--- src/rtl/dpu_arb_pkg.sv ---
// dpu_arb_pkg: shared types, default parameters and helpers for the DPU bank arbiters.
package dpu_arb_pkg;

    localparam int N_REQ_DEF     = 4;
    localparam int ADDR_W_DEF    = 10;
    localparam int DATA_W_DEF    = 32;
    localparam int RD_LAT_DEF    = 1;
    localparam int MAX_BURST_DEF = 8;
    // Wide enough for up to 256 requesters; narrower ids are zero-extended.
    localparam int TRK_ID_W      = 8;

    typedef enum logic {ARB, LOCKED} arb_state_t;

    typedef struct packed {
        logic                vld;
        logic [TRK_ID_W-1:0] id;
    } rd_track_t;

    function automatic int wrap_inc(input int i, input int n);
        return (i + 1 >= n) ? 0 : i + 1;
    endfunction

endpackage

--- src/rtl/dpu_rr_pick.sv ---
// dpu_rr_pick: combinational round-robin picker; first valid at index >= ptr_i, wrapping.
module dpu_rr_pick #(
    parameter int N = 4
) (
    input  logic [N-1:0]         valid_i,
    input  logic [$clog2(N)-1:0] ptr_i,
    output logic [N-1:0]         gnt_o,
    output logic [$clog2(N)-1:0] idx_o
);
    localparam int IW = $clog2(N);
    logic [IW-1:0] j;
    always_comb begin
        gnt_o = '0;
        idx_o = '0;
        j     = '0;
        // Scan from the farthest offset down so the nearest valid one wins.
        for (int k = N - 1; k >= 0; k--) begin
            j = IW'((int'(ptr_i) + k) % N);
            if (valid_i[j]) begin
                gnt_o    = '0;
                gnt_o[j] = 1'b1;
                idx_o    = j;
            end
        end
    end
endmodule

--- src/rtl/dpu_bank_arbiter.sv ---
// dpu_bank_arbiter: round-robin sharing of one single-ported DPU data bank with fixed-latency read return.
// Define DPU_ARB_LOCK_EN to honour req_lock bursts (ARB/LOCKED FSM capped at MAX_BURST beats).
module dpu_bank_arbiter
    import dpu_arb_pkg::*;
#(
    parameter int N_REQ     = N_REQ_DEF,
    parameter int ADDR_W    = ADDR_W_DEF,
    parameter int DATA_W    = DATA_W_DEF,
    parameter int RD_LAT    = RD_LAT_DEF,
    parameter int MAX_BURST = MAX_BURST_DEF
) (
    input  logic                     clk,
    input  logic                     rst,
    input  logic [N_REQ-1:0]         req_valid,
    input  logic [N_REQ-1:0]         req_we,
    input  logic [N_REQ-1:0]         req_lock,
    input  logic [N_REQ*ADDR_W-1:0]  req_addr,
    input  logic [N_REQ*DATA_W-1:0]  req_wdata,
    output logic [N_REQ-1:0]         req_ready,
    output logic [N_REQ-1:0]         rsp_valid,
    output logic [DATA_W-1:0]        rsp_rdata,
    output logic                     mem_en,
    output logic                     mem_we,
    output logic [ADDR_W-1:0]        mem_addr,
    output logic [DATA_W-1:0]        mem_wdata,
    input  logic [DATA_W-1:0]        mem_rdata,
    output logic                     busy
);
    localparam int IW = $clog2(N_REQ);
    localparam logic [N_REQ-1:0] ONE = 1;

    logic [N_REQ-1:0]  pick_gnt, gnt;
    logic [IW-1:0]     pick_idx, gnt_idx, ptr_q, ptr_d;
    logic [ADDR_W-1:0] sel_addr;
    logic [DATA_W-1:0] sel_wdata;
    logic              sel_we, acc, rd_busy;
    rd_track_t         trk_q [RD_LAT+1];

    dpu_rr_pick #(.N(N_REQ)) u_pick (
        .valid_i (req_valid),
        .ptr_i   (ptr_q),
        .gnt_o   (pick_gnt),
        .idx_o   (pick_idx)
    );

    // Grant is held off while reset is asserted so no beat can be seen as accepted.
    assign req_ready = gnt & {N_REQ{rst}};
    assign acc       = |req_ready;
    assign ptr_d     = acc ? IW'(wrap_inc(int'(gnt_idx), N_REQ)) : ptr_q;

    always_comb begin
        sel_addr  = '0;
        sel_wdata = '0;
        sel_we    = 1'b0;
        rd_busy   = 1'b0;
        for (int i = 0; i < N_REQ; i++) begin
            sel_addr  |= gnt[i] ? req_addr[i*ADDR_W +: ADDR_W] : '0;
            sel_wdata |= gnt[i] ? req_wdata[i*DATA_W +: DATA_W] : '0;
            sel_we    |= gnt[i] & req_we[i];
        end
        for (int i = 0; i <= RD_LAT; i++) rd_busy |= trk_q[i].vld;
    end

`ifdef DPU_ARB_LOCK_EN
    localparam int CW = $clog2(MAX_BURST + 1);
    arb_state_t    st_q, st_d;
    logic [IW-1:0] own_q, own_d;
    logic [CW-1:0] cnt_q, cnt_d;
    logic          locked, sel_lock;

    assign locked  = st_q == LOCKED;
    assign gnt     = locked ? req_valid & (ONE << own_q) : pick_gnt;
    assign gnt_idx = locked ? own_q : pick_idx;
    assign busy    = rd_busy | locked;

    // ptr_d already lands on owner+1 from the locking beat, so exit needs no pointer fixup.
    always_comb begin
        sel_lock = |(gnt & req_lock);
        st_d     = st_q;
        own_d    = own_q;
        cnt_d    = cnt_q;
        if (!locked) begin
            if (acc && sel_lock && MAX_BURST > 1) begin
                st_d  = LOCKED;
                own_d = gnt_idx;
                cnt_d = CW'(1);
            end
        end else if (!req_lock[own_q] || (acc && cnt_q + 1'b1 == CW'(MAX_BURST))) begin
            st_d  = ARB;
            cnt_d = '0;
        end else if (acc) begin
            cnt_d = cnt_q + 1'b1;
        end
    end

    always_ff @(posedge clk or negedge rst) begin
        if (!rst) begin
            st_q  <= ARB;
            own_q <= '0;
            cnt_q <= '0;
        end else begin
            st_q  <= st_d;
            own_q <= own_d;
            cnt_q <= cnt_d;
        end
    end
`else
    logic unused_lock;
    assign unused_lock = ^req_lock;
    assign gnt         = pick_gnt;
    assign gnt_idx     = pick_idx;
    assign busy        = rd_busy;
`endif

    always_ff @(posedge clk or negedge rst) begin
        if (!rst) begin
            ptr_q     <= '0;
            mem_en    <= 1'b0;
            mem_we    <= 1'b0;
            mem_addr  <= '0;
            mem_wdata <= '0;
            rsp_valid <= '0;
            rsp_rdata <= '0;
            for (int i = 0; i <= RD_LAT; i++) trk_q[i] <= '0;
        end else begin
            ptr_q     <= ptr_d;
            mem_en    <= acc;
            mem_we    <= sel_we;
            mem_addr  <= sel_addr;
            mem_wdata <= sel_wdata;
            // Stage 0 lines up with mem_*, stage RD_LAT with mem_rdata.
            trk_q[0]  <= '{vld: acc & ~sel_we, id: TRK_ID_W'(gnt_idx)};
            for (int i = 1; i <= RD_LAT; i++) trk_q[i] <= trk_q[i-1];
            rsp_valid <= trk_q[RD_LAT].vld ? ONE << trk_q[RD_LAT].id : '0;
            rsp_rdata <= mem_rdata;
        end
    end
endmodule

--- config.mk ---
export PLATFORM = sky130hd
export DESIGN_NAME = dpu_bank_arbiter
export DESIGN_NICKNAME = d
export VERILOG_FILES = /design/src/rtl/dpu_arb_pkg.sv /design/src/rtl/dpu_rr_pick.sv /design/src/rtl/dpu_bank_arbiter.sv
export SDC_FILE = /design/constraint.sdc
export NUM_CORES = 1
export LEC_CHECK = 0
export ABC_CLOCK_PERIOD_IN_PS = 5800
export CAP_MARGIN = 20
export CORE_AREA = 2 2 116 118
export DETAILED_ROUTE_END_ITERATION = 8
export DIE_AREA = 0 0 118 120
export PLACE_DENSITY = 0.73
export SLEW_MARGIN = 0
export SYNTH_ARGS = -nofsm -noshare
export SYNTH_HDL_FRONTEND = slang
export SYNTH_SLANG_ARGS = --single-unit
--- constraint.sdc ---
create_clock -name clk -period 5.8 [get_ports clk]
set_input_delay 1.16 -clock clk [delete_from_list [all_inputs] [get_ports clk]]
set_output_delay 1.16 -clock clk [all_outputs]
set_load 0.01 [all_outputs]
**Word-level counts from Yosys, hierarchy flattened**

Cells that the tools add are included.

- Reduce and logical (&&, ||, !) cells: 5
- Muxes and demuxes: 34
- Add/subtract/negate cells: 4
- Bitwise logic cells: 17
- Shift operators: 1
- Magnitude comparators: 9

Operators with widths:

| kind | number |
|---|---|
| $mux W32 | 4 |
| $or A32 B32 Y32 | 3 |
| $mux W10 | 4 |
| $or A10 B10 Y10 | 3 |
| $mux W4 | 5 |
| $lt A2 B3 Y1 const B | 4 |
| $mux W2 | 5 |
| $bmux W1 S2 | 4 |
| $demux W1 S2 | 4 |
| $ge A2 B1 Y1 const B | 4 |
| $mux W1 | 8 |
| $and A1 B1 Y1 | 5 |
| $add A2 B2 Y2 const B | 2 |
| $and A4 B4 Y4 | 1 |
| $logic_and A1 B1 Y1 | 4 |
| $or A1 B1 Y1 | 4 |
| $reduce_or A4 Y1 | 1 |
| $shl A1 B2 Y4 const A | 1 |
| $add A2 B1 Y3 const B | 1 |
| $ge A3 B3 Y1 const B | 1 |
| $add A2 B1 Y2 const B | 1 |
| $not A1 Y1 | 1 |

- Input bits: 214
- Output and inout bits: 85
- Bits in registers: 88
- Logic and storage cells: 81

**Logic depth before layout (Yosys ltp)**

- Depth after elaboration: 15
- Gate-level depth with buffers: 12

**Cells and area by module**

A second synthesis with hierarchy kept.

- Cells, all modules: 314
- Area total of the unflattened synthesis: 3733.6 µm²

By module, submodules not included:

| module | area each (µm²) | times used | cells an instance | sequential area each (µm²) |
|---|---|---|---|---|
| dpu_bank_arbiter | 3238.1 | 1 | 254 | 2202.1 |
| dpu_rr_pick | 495.5 | 1 | 60 | 0.0 |

**Worst setup path before layout**

OpenSTA, ideal clock, no wires.

- Kind: input to output
- Start: input req_valid[1]
- End: output req_ready[2]
- Data arrival time: 2934 ps
- Setup slack: 1706 ps
- Stages: 8
- Path buffers: 3
- Path through: buf_2 -> mux4_2 -> buf_6 -> a21oi_1 -> a21oi_1 -> a21oi_2 -> clkbuf_1 -> and2_1

- Cells in the longest elaborated chain, start to end: 7
- Elaborated cells on any way between the ends: 13
- Those cells by class: mux: 12; bitwise: 1

Ends and longest elaborated chain:

| element | line | RTL |
|---|---|---|
| start: declaration | dpu_bank_arbiter.sv:14 | `input logic [N_REQ-1:0] req_valid,` |
| $bmux W1 S2 | dpu_rr_pick.sv:19 | `if (valid_i[j]) begin` |
| $mux W1 (not written as such) | dpu_rr_pick.sv:19 |  |
| $mux W4 (3 in series) | dpu_rr_pick.sv:19 |  |
| $mux W4 (*) | dpu_rr_pick.sv:19 |  |
| $and A4 B4 Y4 (*) | dpu_bank_arbiter.sv:47 | `assign req_ready = gnt & {N_REQ{rst}};` |
| end: declaration | dpu_bank_arbiter.sv:19 | `output logic [N_REQ-1:0] req_ready,` |

Every way passes the cells marked *; elsewhere a longest branch is shown, timed or not. The select of a mux whose other input is x is not followed.

**Worst setup path after layout**

- Start: input req_valid[2]
- End: output req_ready[3]

The elaborated chain is that of the path after synthesis.

==> impl_summary.log <==
[metrics] number of global-route vias before repair: about 4000
[metrics] sum of met2 wire segment lengths after detailed routing: ~8.0 mm
[metrics] count of instances resized after the clock tree is built: 0
[metrics] number of antenna-violating nets in the routed design: 0
[metrics] Die Wd: roughly 120 um
[metrics] register-to-register setup slack: ~2.4 ns
[metrics] area growth from synthesis to layout: 89.4%
[metrics] drc violations: 0
[metrics] floorplan row count: 42
[metrics] synthesized netlist cell count: 332
[metrics] vertical extent of the die: around 120 um
[metrics] final worst path period need: between 5 and 6 ns
[metrics] achievable clock frequency: around 180 MHz
[metrics] max-cap check violation count: 0
[metrics] max-slew violations: 0
[metrics] number of synthesized register bits: slightly below 90
[metrics] unrepaired setup endpoints after global routing: false
[metrics] buffer and inverter count on the worst path: 2
[metrics] all-layer global routing usage: 0.212
[metrics] share of the yosys chip area belonging to registers: 0.574
[metrics] count of buffers from port buffering: 294
[metrics] initial antenna violation count: 1
[metrics] FF-to-FF Start: ptr_q[1]
[metrics] Critical Setup Path Class: input port to primary output
[metrics] ant diodes: 0
[metrics] syn_nets: between 500 and 600
[metrics] H-tree depth: 3
[metrics] power per unit of standard cell area: around 520 mW/mm^2
[metrics] Yosys Warn Count: 0
[metrics] Hold-fix buffers, CTS: 0
[metrics] Clock Sink Count: between 80 and 90
[metrics] number of buffers on the longest clock path: 2
[metrics] critical path's top delay family: simple AND/OR/NAND/NOR gates
[metrics] overall overflow remaining after global route: 0
[metrics] Register-to-Register Path Depth: 9
[metrics] Required @ worst endpoint: around 4.6 ns
[metrics] Crit. End Element: primary output
[metrics] minimum setup slack after placement: between 0.3 and 0.4 ns
[metrics] clock root buffer: clkbuf_16
[metrics] Slew @ Worst Pin: ~1.1 ns
[metrics] placed wire-length estimate after detailed placement: between 10 and 15 mm
[metrics] number of I/O pins: about 300
[metrics] reported leakage power: approximately 0.0030 uW
[metrics] Arr. time, crit path: around 4.3 ns
[metrics] critical path fanouts, max: 44
[metrics] DR WL/cell: 19.2 um
[metrics] Clk Latency, worst-skew pair: 0.33 ns
[metrics] iteration-0 DRC count of the detailed router: approximately 410
[metrics] effective utilization at floorplan: 0.296
[metrics] top layer used by detailed routing: met5
[metrics] end of the critical path: req_ready[3]
[metrics] maximum VDD drop: 0.369 mV
[metrics] Startpoint Class: input port
[metrics] Nets: roughly 840
[metrics] routed length on met3: 1.24 mm
[metrics] clock tree from TritonCTS: done
[metrics] netlist area before placement: 0.00384 sq mm
[metrics] Syn Area/Cell: 11.6 sq um
[metrics] detailed-route via count: slightly below 4000
[metrics] Clock Skew: roughly 0.0051 ns
[metrics] cts bufs inserted: 9
[metrics] most common cell type on the critical path: clkdlybuf4s50_1
[metrics] setup_tns: 0 ns
[metrics] cell at the slowest stage of the critical path: nor2_4
[metrics] drt total wl: approximately 15 mm
[metrics] fraction of the cycle the final worst path needs: 0.947
[metrics] core box area: about 0.013 sq mm
[metrics] routed metal-1 wirelength: just under 6 mm
[metrics] Total Power Consumption: between 3000 and 4000 uW
[metrics] worst-path cell chain: clkdlybuf4s50_1 > mux4_2 > or3b_1 > o21ai_1 > nor2_4 > and2_1 > clkdlybuf4s50_1
[metrics] postcts setup bufs: 0
[metrics] floorplan die area: 0.0142 sq mm
[metrics] critical path launch point: req_valid[2]
[metrics] Final Hold Viols: 0
[metrics] largest net degree at the start of global routing: between 50 and 60
[metrics] capturing point of the worst reg2reg path: mem_wdata[12]
[metrics] router iterations before antenna repair: 7
[metrics] share of post-route cells with drive strength above 1: 0.0654
[metrics] final setup vio count: 0
[metrics] global-route wire length before repair: roughly 23 mm
[metrics] Final GP Congestion: about 0.91
[metrics] Slew headroom: 0.254
[metrics] Final WS setup: about 0.3 ns
[metrics] stage delay of the slowest cell on the critical path: 0.85 ns
[metrics] run status: complete, no violations
[metrics] type of the most critical hold path: register to register
[metrics] clock input transition at the sequential cells of the worst setup and hold paths: around 0.060 ns
[metrics] count of cell types in the netlist: 42
[metrics] post-DR vias/cell: ~5
[metrics] Worst path depth: 7
## through the flow
step / cells / hold WS [ns] / area [sq um] / utilization
6_report: 803 / 0.351 / 7270 / 0.560
5_1_grt: 803 / 0.361 / 7270 / 0.560
4_1_cts: 803 / 0.351 / 7270 / 0.560
3_5_place_dp: 787 / 0.336 / 6980 / 0.538
3_3_place_gp: 787 / 0.334 / 6980 / 0.538
2_1_floorplan: 332 / 0.331 / 3840 / -
## cell usage after synthesis
library cell  number  area, sq um
ha_1               8          100
nor3b_1            3         22.5
a2111oi_2          1         15.0
mux2_2             2         22.5
a221o_1            1         10.0
clkinv_1           1         3.75
buf_6              3         33.8
nand3_1            1         5.00
and2_1             4         25.0
mux2i_1            6         60.1
o21ai_1            1         5.00
a211o_1            1         8.76
xnor2_1            1         8.76
nand2_1           93          349
mux4_1             1         26.3
and2_4             1         8.76
a21oi_1            4         20.0
o21ai_0            5         25.0
a31o_1             2         17.5
clkbuf_1          18         67.6
nor2_2             2         12.5
nor2_1            10         37.5
o41ai_4            1         27.5
nand2b_1           4         25.0
mux4_2             3         67.6
or3b_1             1         8.76
o41ai_1            1         8.76
o221a_2            1         11.3
buf_2              1         5.00
a221oi_4           1         26.3
o21a_1             1         7.51
and3_1             1         6.26
a21oi_2            1         8.76
a2111oi_4          1         27.5
inv_1              5         18.8
a22oi_1            3         22.5
o22ai_1            5         31.3
nor2b_1            1         6.26
dfrtp_1           88         2200
or2_2              1         6.26
a221oi_2           1         15.0
a222oi_1          42          420
## report_power, final
group,internal (uW),switching [uW],total [uW]
combinational,1060,1270,2320
clock,305,244,550
sequential,838,55.7,894
## state kept, by name, indices dropped and copies added, names as in the netlist
name       count
trk_q          6
mem_en         1
rsp_valid      4
mem_we         1
rsp_rdata     32
ptr_q          2
mem_wdata     32
mem_addr      10
## worst register-to-register path: cells and delay by family (launching register included)
family,cells,cell delay (ns)
compound gates,2,0.48
fa+ha+maj,1,0.48
buf+inv,2,0.35
flops,1,0.32
mux,1,0.49
simple gates,3,1.21
## kinds of logic after synthesis
kind of cell             share of synthesized area
flip-flops                                   0.574
XOR/XNOR                                   0.00228
AND/OR/NAND/NOR                              0.134
adder cells (fa/ha/maj)                     0.0261
AO/OA/AOI/OAI                                0.185
buffers and inverters                       0.0336
multiplexers                                0.0460
## per-layer routing
layer	global-route usage	vias to the layer above
li1	-	1816
met1	0.247	1906
met2	0.373	203
met3	0.0670	20
met4	0.0663	2
met5	0	-
## cells in the final DEF, fill, tap and decap left out, types with 2 or more instances in the layout
master and n:
a21oi_1 4, a222oi_1 42, a22oi_1 3, a31o_1 2, and2_1 4, buf_4 8, clkbuf_16 9, clkdlybuf4s50_1 293
clkinvlp_4 3, dfrtp_1 88, ha_1 8, inv_1 5, inv_6 2, mux2_2 2, mux2i_1 6, mux4_2 3
nand2_1 93, nand2b_1 4, nor2_1 10, nor3b_1 3, o21ai_0 5, o22ai_1 3, o22ai_4 2
## worst min path at each step
stage	cells after the start	slack, ns	startpoint	end
floorplan	0	0.33	trk_q[9]	trk_q[0]
global placement	0	0.33	trk_q[10]	trk_q[1]
detailed placement	0	0.34	trk_q[9]	trk_q[0]
CTS	0	0.35	trk_q[9]	trk_q[0]
global route	0	0.36	trk_q[9]	trk_q[0]
finish	0	0.35	trk_q[9]	trk_q[0]
## cell type report
type	count	area [sq um]
clock buffer	11	243
clock inverter	5	40.0
fill	1099	5710
inverter	6	22.5
multi-input combinational	216	1550
sequential	88	2200
tap	176	220
timing repair buffer	301	2990
(Power assumes the default switching activity.)
